<file path="src/rtl/byte_manip_pkg.sv">
// Shared definitions for the byte-manipulation group:
// op codes, encoding prefixes and decoder FSM states.
package byte_manip_pkg;

  localparam logic [2:0] OP_MOVL  = 3'd0;
  localparam logic [2:0] OP_MOVLZ = 3'd1;
  localparam logic [2:0] OP_MOVLS = 3'd2;
  localparam logic [2:0] OP_MOVH  = 3'd3;
  localparam logic [2:0] OP_SWPB  = 3'd4;

  localparam logic [2:0]  MOV_PREFIX  = 3'b011;
  localparam logic [12:0] SWPB_PREFIX = 13'h09B0;

  typedef enum logic [1:0] {
    S_IDLE,
    S_DECODE,
    S_ISSUE,
    S_WAIT
  } state_t;

endpackage

</file>
<file path="src/rtl/byte_instr_fields.sv">
// Combinational field extraction for one instruction word.
// in: instr; out: legal, op, byte_imm, dst.
module byte_instr_fields
  import byte_manip_pkg::*;
(
  input  logic [15:0] instr,
  output logic        legal,
  output logic [2:0]  op,
  output logic [7:0]  byte_imm,
  output logic [2:0]  dst
);

  always_comb begin
    legal    = 1'b0;
    op       = OP_MOVL;
    byte_imm = 8'h00;
    dst      = instr[2:0];
    unique case (1'b1)
      (instr[15:13] == MOV_PREFIX): begin
        legal    = 1'b1;
        // [12:11] maps directly onto MOVL..MOVH
        op       = {1'b0, instr[12:11]};
        byte_imm = instr[10:3];
      end
      (instr[15:3] == SWPB_PREFIX): begin
        legal = 1'b1;
        op    = OP_SWPB;
      end
      default: ;
    endcase
  end

endmodule

</file>
<file path="src/rtl/byte_instr_decoder.sv">
// Decoder/issuer for MOVL/MOVLZ/MOVLS/MOVH/SWPB.
// Ports: clk, rst_n, instr_valid/ready/instr in, exec_op/byte/dst/E
// out, exec_done in, illegal/timeout pulses, busy.
module byte_instr_decoder
  import byte_manip_pkg::*;
#(
  parameter int TIMEOUT = 16
) (
  input  logic        clk,
  input  logic        rst_n,
  input  logic        instr_valid,
  output logic        instr_ready,
  input  logic [15:0] instr,
  output logic [2:0]  exec_op,
  output logic [7:0]  exec_byte,
  output logic [2:0]  exec_dst,
  output logic        exec_E,
  input  logic        exec_done,
  output logic        illegal,
  output logic        timeout,
  output logic        busy
);

  localparam int CW =
    (TIMEOUT > 0) ? $clog2(TIMEOUT + 1) : 1;
  localparam logic [CW-1:0] TMAX = CW'(TIMEOUT);

  state_t state, state_nx;

  logic [15:0]   instr_q, instr_nx, dec_in;
  logic [CW-1:0] cnt, cnt_nx;
  logic [2:0]    op_nx, dst_nx;
  logic [7:0]    byte_nx;
  logic          e_nx, ill_nx, to_nx;
  logic          accept;

  logic       f_legal;
  logic [2:0] f_op, f_dst;
  logic [7:0] f_byte;

  assign instr_ready = rst_n && (state == S_IDLE);
  assign busy        = (state != S_IDLE);
  assign accept      = instr_valid && instr_ready;

  // In IDLE look at the incoming word so the illegal
  // flag can be registered on the accepting edge and
  // show up during the DECODE cycle.
  assign dec_in = (state == S_IDLE) ? instr : instr_q;

  byte_instr_fields u_fields (
    .instr    (dec_in),
    .legal    (f_legal),
    .op       (f_op),
    .byte_imm (f_byte),
    .dst      (f_dst)
  );

  always_comb begin
    state_nx = state;
    cnt_nx   = cnt;
    instr_nx = instr_q;
    op_nx    = exec_op;
    byte_nx  = exec_byte;
    dst_nx   = exec_dst;
    e_nx     = 1'b0;
    ill_nx   = 1'b0;
    to_nx    = 1'b0;
    unique case (state)
      S_IDLE: begin
        if (accept) begin
          instr_nx = instr;
          ill_nx   = !f_legal;
          state_nx = S_DECODE;
        end
      end
      S_DECODE: begin
        if (f_legal) begin
          op_nx    = f_op;
          byte_nx  = f_byte;
          dst_nx   = f_dst;
          e_nx     = 1'b1;
          state_nx = S_ISSUE;
        end else begin
          state_nx = S_IDLE;
        end
      end
      S_ISSUE: begin
        if (exec_done) begin
          state_nx = S_IDLE;
        end else begin
          cnt_nx   = '0;
          state_nx = S_WAIT;
        end
      end
      S_WAIT: begin
        if (exec_done) begin
          state_nx = S_IDLE;
        end else begin
          if (cnt != TMAX) cnt_nx = cnt + 1'b1;
          if (TIMEOUT > 0 && cnt_nx == TMAX) begin
            to_nx    = 1'b1;
            state_nx = S_IDLE;
          end
        end
      end
      default: state_nx = S_IDLE;
    endcase
  end

  always_ff @(posedge clk) begin
    if (!rst_n) begin
      state     <= S_IDLE;
      cnt       <= '0;
      instr_q   <= '0;
      exec_op   <= '0;
      exec_byte <= '0;
      exec_dst  <= '0;
      exec_E    <= 1'b0;
      illegal   <= 1'b0;
      timeout   <= 1'b0;
    end else begin
      state     <= state_nx;
      cnt       <= cnt_nx;
      instr_q   <= instr_nx;
      exec_op   <= op_nx;
      exec_byte <= byte_nx;
      exec_dst  <= dst_nx;
      exec_E    <= e_nx;
      illegal   <= ill_nx;
      timeout   <= to_nx;
    end
  end

endmodule

</file>
<file path="config.mk">
export PLATFORM = sky130hd
export DESIGN_NAME = byte_instr_decoder
export DESIGN_NICKNAME = d
export VERILOG_FILES = /design/src/rtl/byte_manip_pkg.sv /design/src/rtl/byte_instr_fields.sv /design/src/rtl/byte_instr_decoder.sv
export SDC_FILE = /design/constraint.sdc
export NUM_CORES = 1
export LEC_CHECK = 0
export BUFFER_PORTS_ARGS = -buffer_cell sky130_fd_sc_hd__clkbuf_2
export CORE_MARGIN = 2
export CORE_UTILIZATION = 45
export CTS_CLUSTER_SIZE = 20
export DETAILED_ROUTE_END_ITERATION = 10
export PLACE_DENSITY = 0.77
export SLEW_MARGIN = 5
export SYNTH_ARGS = -nofsm -noshare
export SYNTH_HDL_FRONTEND = slang
export SYNTH_HIERARCHICAL = 1
export SYNTH_SLANG_ARGS = --single-unit
export TNS_END_PERCENT = 5
</file>
<file path="constraint.sdc">
create_clock -name clk -period 2.6 [get_ports clk]
set_clock_uncertainty 0.05 [all_clocks]
set_input_delay 0.78 -clock clk [delete_from_list [all_inputs] [get_ports clk]]
set_output_delay 0.78 -clock clk [all_outputs]
set_load 0.02 [all_outputs]
</file>
==> metrics.md, run 1 <==
| Metric | Value |
|---|---|
| Status | complete, no violations |
| Mapped Area | 2110 sq um |
| Psw | 0.298 mW |
| Final setup vio count | 0 |
| Starting Density | 0.475 |
| Pwr/cell area | 498 nW/um^2 |
| Ranking of synthesized cells by area | dfxtp_1 38%, nand2_1 12%, mux2_2 8.5% |
| Maxcap violations | 0 |
| Number of library cell types mapped by synthesis | 41 |
| Top-count cell post-synth | nand2_1 |
| Fmax | 407 MHz |
| Port buffer count | 38 |
| Area Overhead vs Synth | 17.7% |
| WS Path Type | reg2reg |
| Period utilisation layout | 0.946 |
| DP HPWL | 3.09 mm |
| Final Max Slew Viols | 0 |
| Post-synth EDFFs | 0 |
| Reg clk slew, reported paths | 0.07 ns |
| Register area share after synthesis | 0.380 |
| RePlAce Congestion | 0.837 |
| First-pass GRT wire length | 7.13 mm |
| Syn Area/Cell | 8.61 sq um |
| Internal power | 0.940 mW |
| FFs w/ async S/R, synth | 0 |
| Initial antenna violation count | 0 |
| Core Region | 4440 sq um |
| Hold_buf cts | 0 |
| Clock buffer depth | 2 |
| Sequential power share | 0.521 |
| Critical Path Sink Type | flip-flop |
| Total gr overflow | 0 |
| Largest net degree at the start of global routing | 40 |
| Sw frac | 0.241 |
| Layout cell share with drive strength beyond 1 | 0.334 |
| Drt pass-1 iters | 4 |
| # IOs | 39 |
| Tmin final | 2.46 ns |
| TritonCTS clock tree | done |
| Req. time, crit path | 2.75 ns |
| Ant. Diodes | 0 |
| Cells after synthesis | 245 |
| Root Buffer | clkbuf_8 |
| Fin Setup TNS | 0 ns |
| Die width | 72.5 um |
| Startpoint types | flip-flop |
| Vias per cell | 5.04 |
| All-Layer GR Usage | 0.173 |
| Fill cells | 418 |
| Post-synth net total | 267 |
| Sink Count | 40 |
| Worst slew margin | 0.766 |
| Post-synth top area cell | dfxtp_1 |
| Arrival @ worst endpoint | 2.61 ns |
| Yosys top cell area share | 0.380 |
| DR WL/cell | 12.4 um |
| Skew-Pair Late Insertion Delay | 0.28 ns |
| Vias in the first global route | 1542 |
| Drt total wl | 4.25 mm |
| Pre-CTS setup slack | -0.188 ns |
| Yosys warns | 6 |
| Leakage power figure | 1.05 nW |
| DRT antenna net count | 0 |
| Vias | 1722 |
| Hold Vio Cnt, Final | 0 |
| Num rows | 24 |
| Die footprint | 5250 sq um |
| Initial DRC Count | 87 |
| Worst-Margin Slew | 0.351 ns |
| Clock share of power | 0.334 |
| Setup ws final | 0.141 ns |
| RSZ-0062 raised after global routing | true |
| H-tree depth | 2 |
| Vert. Die Dim | 72.5 um |
| Worst IR drop on VDD | 0.346 mV |
| Critical path fanouts, max | 4 |
| #FFs+latches synth | 40 |
| Layout net count | 311 |
| Tightest Hold Check Type | reg2reg |
| Num CTS Buffers | 5 |
| Drt drc | 0 |
| Part of the power in combinational logic | 0.145 |
| Top cell types by occurrence after synthesis | 68 x nand2_1, 40 x dfxtp_1, 17 x a21boi_0 |
| Ys flop type | dfxtp_1 |
-- path summary, 6_finish.rpt --
kind              startpoint  slack (ns)  cells past startpoint    endpoint
setup / recovery    state[1]        0.14                     10    state[1]
hold / removal    instr_q[1]        0.40                      2  instr_q[1]
setup reg to reg    state[1]        0.14                     10    state[1]
hold reg to reg   instr_q[1]        0.40                      2  instr_q[1]
-- flip-flops by register name, summed over array words and instances (netlist names) --
name and flops:
exec_op 3, illegal 1, exec_byte 8, instr_q 16, exec_dst 3, cnt 5
state 2, exec_E 1, timeout 1
-- area by class of cell --
type	instances	area (sq um)	share of cell area
tap	52	65.1	0.0262
clock buffer	8	90.1	0.0363
timing repair buffer	58	353	0.142
inverter	5	18.8	0.00756
multi-input combinational	179	1160	0.465
sequential	40	801	0.322
-- power groups by stage --
stage	Combinational (mW)	Sequential [mW]	Clock, mW
after global placement	0.168	0.658	0
after floorplan	0.126	0.659	0
after global routing	0.196	0.647	0.456
final	0.179	0.645	0.414
after detailed placement	0.171	0.659	0
after CTS	0.175	0.645	0.429
-- critical path: stages (launching register included) --
cell,delay (ns)
dfxtp_1,0.34
nor2_4,0.14
buf_4,0.15
mux2_4,0.31
nor4b_2,0.26
nand4b_1,0.17
o41ai_2,0.29
nor3b_4,0.26
buf_4,0.14
o21ai_0,0.07
a41oi_1,0.20
-- kinds of logic after synthesis --
group           share of synthesized area
buf+inv                            0.0771
compound gates                      0.168
flops                               0.380
xor+xnor                          0.00831
simple gates                        0.265
fa+ha+maj                          0.0119
mux                                0.0902
-- per-stage QoR --
stage / total power, mW / hold slack (ns) / instance area (sq um) / cells / util
after floorplan: 0.785 / 0.376 / 2130 / 245 / -
after global placement: 0.826 / 0.383 / 2350 / 329 / 0.530
after detailed placement: 0.829 / 0.390 / 2350 / 329 / 0.530
after CTS: 1.25 / 0.402 / 2460 / 339 / 0.553
after global routing: 1.30 / 0.423 / 2480 / 342 / 0.559
final: 1.24 / 0.397 / 2480 / 342 / 0.559
-- layout by cell type (no fill, tap or decap), types with 5 or more instances in the layout --
cell type / count
clkbuf_2: 38
clkbuf_8: 6
a21boi_0: 8
and3_1: 11
mux2_2: 14
a21boi_1: 10
o21ai_1: 6
o21ai_2: 10
nand2_1: 68
dfxtp_1: 40
and2_1: 5
buf_4: 19
-- routing by layer --
metal  track usage  up-vias  part of all wire
met5             0        -                 0
met4        0.0556        0            0.0094
met3        0.0486        5             0.038
met2         0.253       31              0.44
met1         0.246      764              0.52
li1              -      922                 -
-- timing repair --
action,CTS,global route
resized for setup,0,1
pin swaps,1,2
setup endpoints to repair,2,16
gates cloned,0,0
buffers inserted,2,3
Note: power is estimated with default switching activity, not from simulation.
==> inputs of run 2 (changes only) <==
--- a/config.mk
+++ b/config.mk
@@ -10,7 +10,7 @@
 export CORE_UTILIZATION = 45
 export CTS_CLUSTER_SIZE = 20
 export DETAILED_ROUTE_END_ITERATION = 10
-export PLACE_DENSITY = 0.77
+export PLACE_DENSITY = 0.75
 export SLEW_MARGIN = 5
 export SYNTH_ARGS = -nofsm -noshare
 export SYNTH_HDL_FRONTEND = slang
==> constraint.sdc (replaced) <==
create_clock -name clk -period 2.4 [get_ports clk]
set_clock_uncertainty 0.05 [all_clocks]
set_input_delay 0.72 -clock clk [delete_from_list [all_inputs] [get_ports clk]]
set_output_delay 0.72 -clock clk [all_outputs]
set_load 0.02 [all_outputs]
==> run 2 against run 1 <==
  * The run now ends with setup timing left
  * Largest power group is now the clock network
  * Via count increased by 2.3%
  * Final cell count decreased by 0.58%
  * Setup slack got worse by 0.24 ns
  * Clock power increased by 81%
  * Sequential power increased by 8.4%
==> metrics.md, run 2 (synthesized netlist as in run 1, its figures left out) <==
| Metric | Value |
|---|---|
| Status | complete, but fails checks |
| Failing checks | setup timing |
| RSZ-0062 raised after global routing | true |
| RePlAce Congestion | 0.831 |
| Layout cell share with drive strength beyond 1 | 0.351 |
| Core Region | 4440 sq um |
| Final Max Slew Viols | 0 |
| Pwr/cell area | 638 nW/um^2 |
| Arrival @ worst endpoint | 2.65 ns |
| Num CTS Buffers | 5 |
| Worst-Margin Slew | 0.373 ns |
| Pwr Total | 1.64 mW |
| Area Overhead vs Synth | 22.0% |
| Commonest non-fill, non-tap cells in the layout | 68 x nand2_1, 38 x dfxtp_1, 38 x clkbuf_2 |
| WS Path Type | reg2reg |
| Root Buffer | clkbuf_8 |
| Most frequent CP cell | buf_6 |
| Most common cell after layout, fill and taps aside | nand2_1 |
| CP Cell Sequence | nor2_4, buf_6, mux2_4, nor4b_4, nand4b_1, o41ai_2, nor3b_4, buf_6, o21ai_2, a41oi_2 |
| Max reg flops | 16 |
| First-pass GRT wire length | 7.14 mm |
| Port buffer count | 38 |
| Critical path fanouts, max | 4 |
| # IOs | 39 |
| Sink Count | 40 |
| TritonCTS clock tree | done |
| Vias per cell | 5.18 |
| Clock buffer depth | 2 |
| DR WL/cell | 12.9 um |
| Drt total wl | 4.38 mm |
| Die footprint | 5250 sq um |
| Maxcap violations | 0 |
| Skew-Pair Late Insertion Delay | 0.29 ns |
| Num rows | 24 |
| Worst IR drop on VDD | 0.308 mV |
| Startpoint types | flip-flop |
| Final setup vio count | 13 |
| Drt drc | 0 |
| Critical Path Sink Type | flip-flop |
| Vias in the first global route | 1648 |
| Tightest Hold Check Type | reg2reg |
| Hold Vio Cnt, Final | 0 |
| Vert. Die Dim | 72.5 um |
| Setup ws final | -0.0946 ns |
| Die width | 72.5 um |
| Fmax | 401 MHz |
| Layout net count | 309 |
| Worst slew margin | 0.751 |
| Starting Density | 0.475 |
| Largest stage delay on the critical path | 0.34 ns |
| Largest net degree at the start of global routing | 34 |
| Initial antenna violation count | 0 |
| All-Layer GR Usage | 0.173 |
| DRT antenna net count | 0 |
| Reg clk slew, reported paths | 0.07 ns |
| H-tree depth | 2 |
| Tmin final | 2.49 ns |
| Max stage delay cell, worst path | dfxtp_2 |
| DP HPWL | 3.14 mm |
| Hold_buf cts | 0 |
| Period utilisation layout | 1.04 |
| Req. time, crit path | 2.55 ns |
| Top Registers | instr_q (16), exec_byte (8), cnt (5) |
| Largest Register | instr_q |
| Leakage power figure | 1.09 nW |
| Drt pass-1 iters | 4 |
| Vias | 1761 |
| Total gr overflow | 0 |
| Initial DRC Count | 117 |
| Ant. Diodes | 0 |
| Fin Setup TNS | -0.282 ns |
-- run 2: cell count changes in the layout (fill, tap and decap cells not counted), sizes merged --
cell	before	now
bufinv	0	3
buf	20	18
clkbuf	46	43
-- run 2: power breakdown --
group / internal [mW] / total, mW / switching (mW)
sequential: 0.687 / 0.699 / 0.0115
clock: 0.520 / 0.750 / 0.230
combinational: 0.0946 / 0.194 / 0.0996
-- run 2: cell type report --
type | count | area [sq um]
Clock buffer | 5 | 68.8
Clock inverter | 3 | 90.1
Fill cell | 409 | 1870
Inverter | 5 | 18.8
Multi-Input combinational cell | 179 | 1180
Sequential cell | 40 | 803
Tap cell | 52 | 65.1
Timing Repair Buffer | 56 | 348
-- run 2: critical path: cells and delay by family, from the launching register on --
kind	cells	cell delay (ns)
mux	1	0.31
flops	1	0.34
compound gates	3	0.52
buf+inv	2	0.28
simple gates	4	0.90
-- run 2: per-stage QoR --
| stage | util | cell area, sq um | cells | hold slack, ns | setup WS [ns] |
|---|---|---|---|---|---|
| after detailed placement | 0.525 | 2330 | 328 | 0.392 | -0.325 |
| final | 0.579 | 2570 | 340 | 0.398 | -0.0946 |
| after CTS | 0.569 | 2530 | 338 | 0.402 | -0.125 |
| after floorplan | - | 2130 | 245 | 0.376 | -0.242 |
| after global routing | 0.579 | 2570 | 340 | 0.419 | -0.254 |
| after global placement | 0.525 | 2330 | 328 | 0.384 | -0.233 |
-- run 2: final timing paths --
check	slack (ns)	start	to	cells after the start
max	-0.09	state[1]	state[1]	10
max reg2reg	-0.09	state[1]	state[1]	10
min	0.40	instr_q[0]	instr_q[0]	2
min reg2reg	0.40	instr_q[0]	instr_q[0]	2
-- run 2: layer usage --
| layer | vias to the layer above | wire [um] | track usage |
|---|---|---|---|
| met5 | - | 0 | 0 |
| met4 | 0 | 71 | 0.0638 |
| met3 | 7 | 199 | 0.0361 |
| met2 | 44 | 2020 | 0.286 |
| met1 | 795 | 2090 | 0.223 |
| li1 | 915 | - | - |
-- run 2: timing repair --
action / in CTS / in global routing
gates resized for setup: 13 / 7
pin swaps: 5 / 4
setup endpoints to repair: 16 / 16
gates cloned: 1 / 0
hold endpoints to repair: 0 / 0
setup buffers: 1 / 2
==> inputs of run 3 (changes only) <==
==> constraint.sdc (replaced) <==
create_clock -name clk -period 3.2 [get_ports clk]
set_clock_uncertainty 0.05 [all_clocks]
set_input_delay 0.96 -clock clk [delete_from_list [all_inputs] [get_ports clk]]
set_output_delay 0.96 -clock clk [all_outputs]
set_load 0.02 [all_outputs]
==> run 3 against run 2 <==
  * Critical path type unchanged
  * Critical path depth did not move
  * Critical endpoint is now exec_byte[7]
  * Sequential share of layout area up 2.2 points
  * Worst hold slack improved by 0.00062 ns
  * The flow now finishes without violations
==> metrics.md, run 3 (synthesized netlist as in run 1, its figures left out) <==
| Metric | Value |
|---|---|
| Ant. Diodes | 0 |
| All-Layer GR Usage | 0.178 |
| Vias | 1726 |
| Die footprint | 5250 sq um |
| TritonCTS clock tree | done |
| Vias per cell | 5.20 |
| Setup Buffers After CTS | 0 |
| Leakage power figure | 0.984 nW |
| Max stage delay cell, worst path | dfxtp_1 |
| Period utilisation layout | 0.890 |
| Pwr/cell area | 415 nW/um^2 |
| Layout cell share with drive strength beyond 1 | 0.307 |
| Critical Path Sink Type | flip-flop |
| Largest stage delay on the critical path | 0.41 ns |
| Maxcap violations | 0 |
| Sink Count | 40 |
| DRT antenna net count | 0 |
| DR WL/cell | 12.7 um |
| Fin Setup TNS | 0 ns |
| Largest Register | instr_q |
| Starting Density | 0.475 |
| Root Buffer | clkbuf_8 |
| Hold Slack | 0.399 ns |
| Final Max Slew Viols | 0 |
| Req. time, crit path | 3.37 ns |
| WP buf/inv | 2 |
| Hold_buf cts | 0 |
| Fill cells | 420 |
| Startpoint types | flip-flop |
| Reg clk slew, reported paths | 0.07 ns |
| RePlAce Congestion | 0.794 |
| Total gr overflow | 0 |
| WS Path Type | reg2reg |
| Largest net degree at the start of global routing | 41 |
| Port buffer count | 38 |
| Arrival @ worst endpoint | 3.02 ns |
| Drt total wl | 4.22 mm |
| First-pass GRT wire length | 7.40 mm |
| Tmin final | 2.85 ns |
| Tightest Hold Check Type | reg2reg |
| Commonest non-fill, non-tap cells in the layout | 68 x nand2_1, 40 x dfxtp_1, 38 x clkbuf_2 |
| Worst-Margin Slew | 0.474 ns |
| Most frequent CP cell | buf_4 |
| Fmax | 351 MHz |
| Layout net count | 301 |
| Most common cell after layout, fill and taps aside | nand2_1 |
| Num rows | 24 |
| Vias in the first global route | 1631 |
| CP Cell Sequence | nor2_4, buf_4, mux2_2, nor4b_2, nand4b_1, o41ai_2, nor3b_4, buf_4, nand2_1, a21boi_0 |
| Top Registers | instr_q (16), exec_byte (8), cnt (5) |
| Clock buffer depth | 2 |
| # IOs | 39 |
| RSZ-0062 raised after global routing | false |
| Critical path fanouts, max | 12 |
| DP HPWL | 3.08 mm |
| Worst slew margin | 0.684 |
| Initial antenna violation count | 0 |
| H-tree depth | 2 |
| Drt drc | 0 |
| Drt pass-1 iters | 4 |
| Status | complete, no violations |
| Die width | 72.5 um |
| Final setup vio count | 0 |
| Initial DRC Count | 54 |
| Area Overhead vs Synth | 13.7% |
| Vert. Die Dim | 72.5 um |
| Num CTS Buffers | 5 |
| Hold Vio Cnt, Final | 0 |
| Skew-Pair Late Insertion Delay | 0.29 ns |
| FF-to-FF setup slack | 0.35 ns |
| Number of cells upsized or downsized after cts | 0 |
| Core Region | 4440 sq um |
| Family with the most delay on the worst path | simple AND/OR/NAND/NOR gates |
| Max reg flops | 16 |
| Worst IR drop on VDD | 0.301 mV |
==> run 3: cell types whose count changed in the layout (fill, tap and decap cells not counted), moves of 2 or more <==
| cell | delta |
|---|---|
| buf_4 | -3 |
| clkbuf_1 | +2 |
| a21boi_0 | +14 |
| dfxtp_1 | +2 |
| buf_6 | -6 |
| mux2_4 | -3 |
| dfxtp_2 | -2 |
| mux2_2 | +3 |
| a21boi_1 | -14 |
| bufinv_16 | -3 |
==> run 3: power by group <==
| group | internal (mW) | switching (mW) |
|---|---|---|
| combinational | 0.0611 | 0.0679 |
| clock | 0.176 | 0.167 |
| sequential | 0.515 | 0.00850 |
==> run 3: metrics by stage <==
stage                     cells  power, mW  setup WS [ns]  area [sq um]   util
after detailed placement    324      0.665          0.142          2310  0.519
after global placement      324      0.663          0.223          2310  0.519
after CTS                   332       1.00          0.335          2400  0.540
after floorplan             245      0.634          0.461          2110      -
final                       332      0.996          0.351          2400  0.540
after global routing        332       1.04         0.0464          2400  0.540
==> run 3: cell type report <==
type	count	area [sq um]	area share
inverters	5	18.8	0.00782
well taps	52	65.1	0.0271
multi-input cells	179	1150	0.478
repair buffers	48	278	0.116
clock buffers	8	90.1	0.0376
flip-flops and latches	40	801	0.334
==> run 3: per-layer routing <==
metal | vias up | part of all wire | track usage
met4 | 0 | 0.016 | 0.0679
met1 | 797 | 0.49 | 0.227
li1 | 894 | - | -
met2 | 28 | 0.45 | 0.283
met5 | - | 0 | 0
met3 | 7 | 0.044 | 0.0528
==> run 3: tightest hold or removal path: cells and delay by family, from the launching register on <==
| family | cells | cell delay (ns) |
|---|---|---|
| AOI/OAI and AO/OA | 1 | 0.05 |
| DFF | 1 | 0.31 |
| and+or+nand+nor | 1 | 0.05 |
==> run 3: final timing paths <==
kind / start / endpoint / cells past startpoint
max reg2reg: state[1] / exec_byte[7] / 10
max: state[1] / exec_byte[7] / 10
min: instr_q[1] / instr_q[1] / 2
min reg2reg: instr_q[1] / instr_q[1] / 2
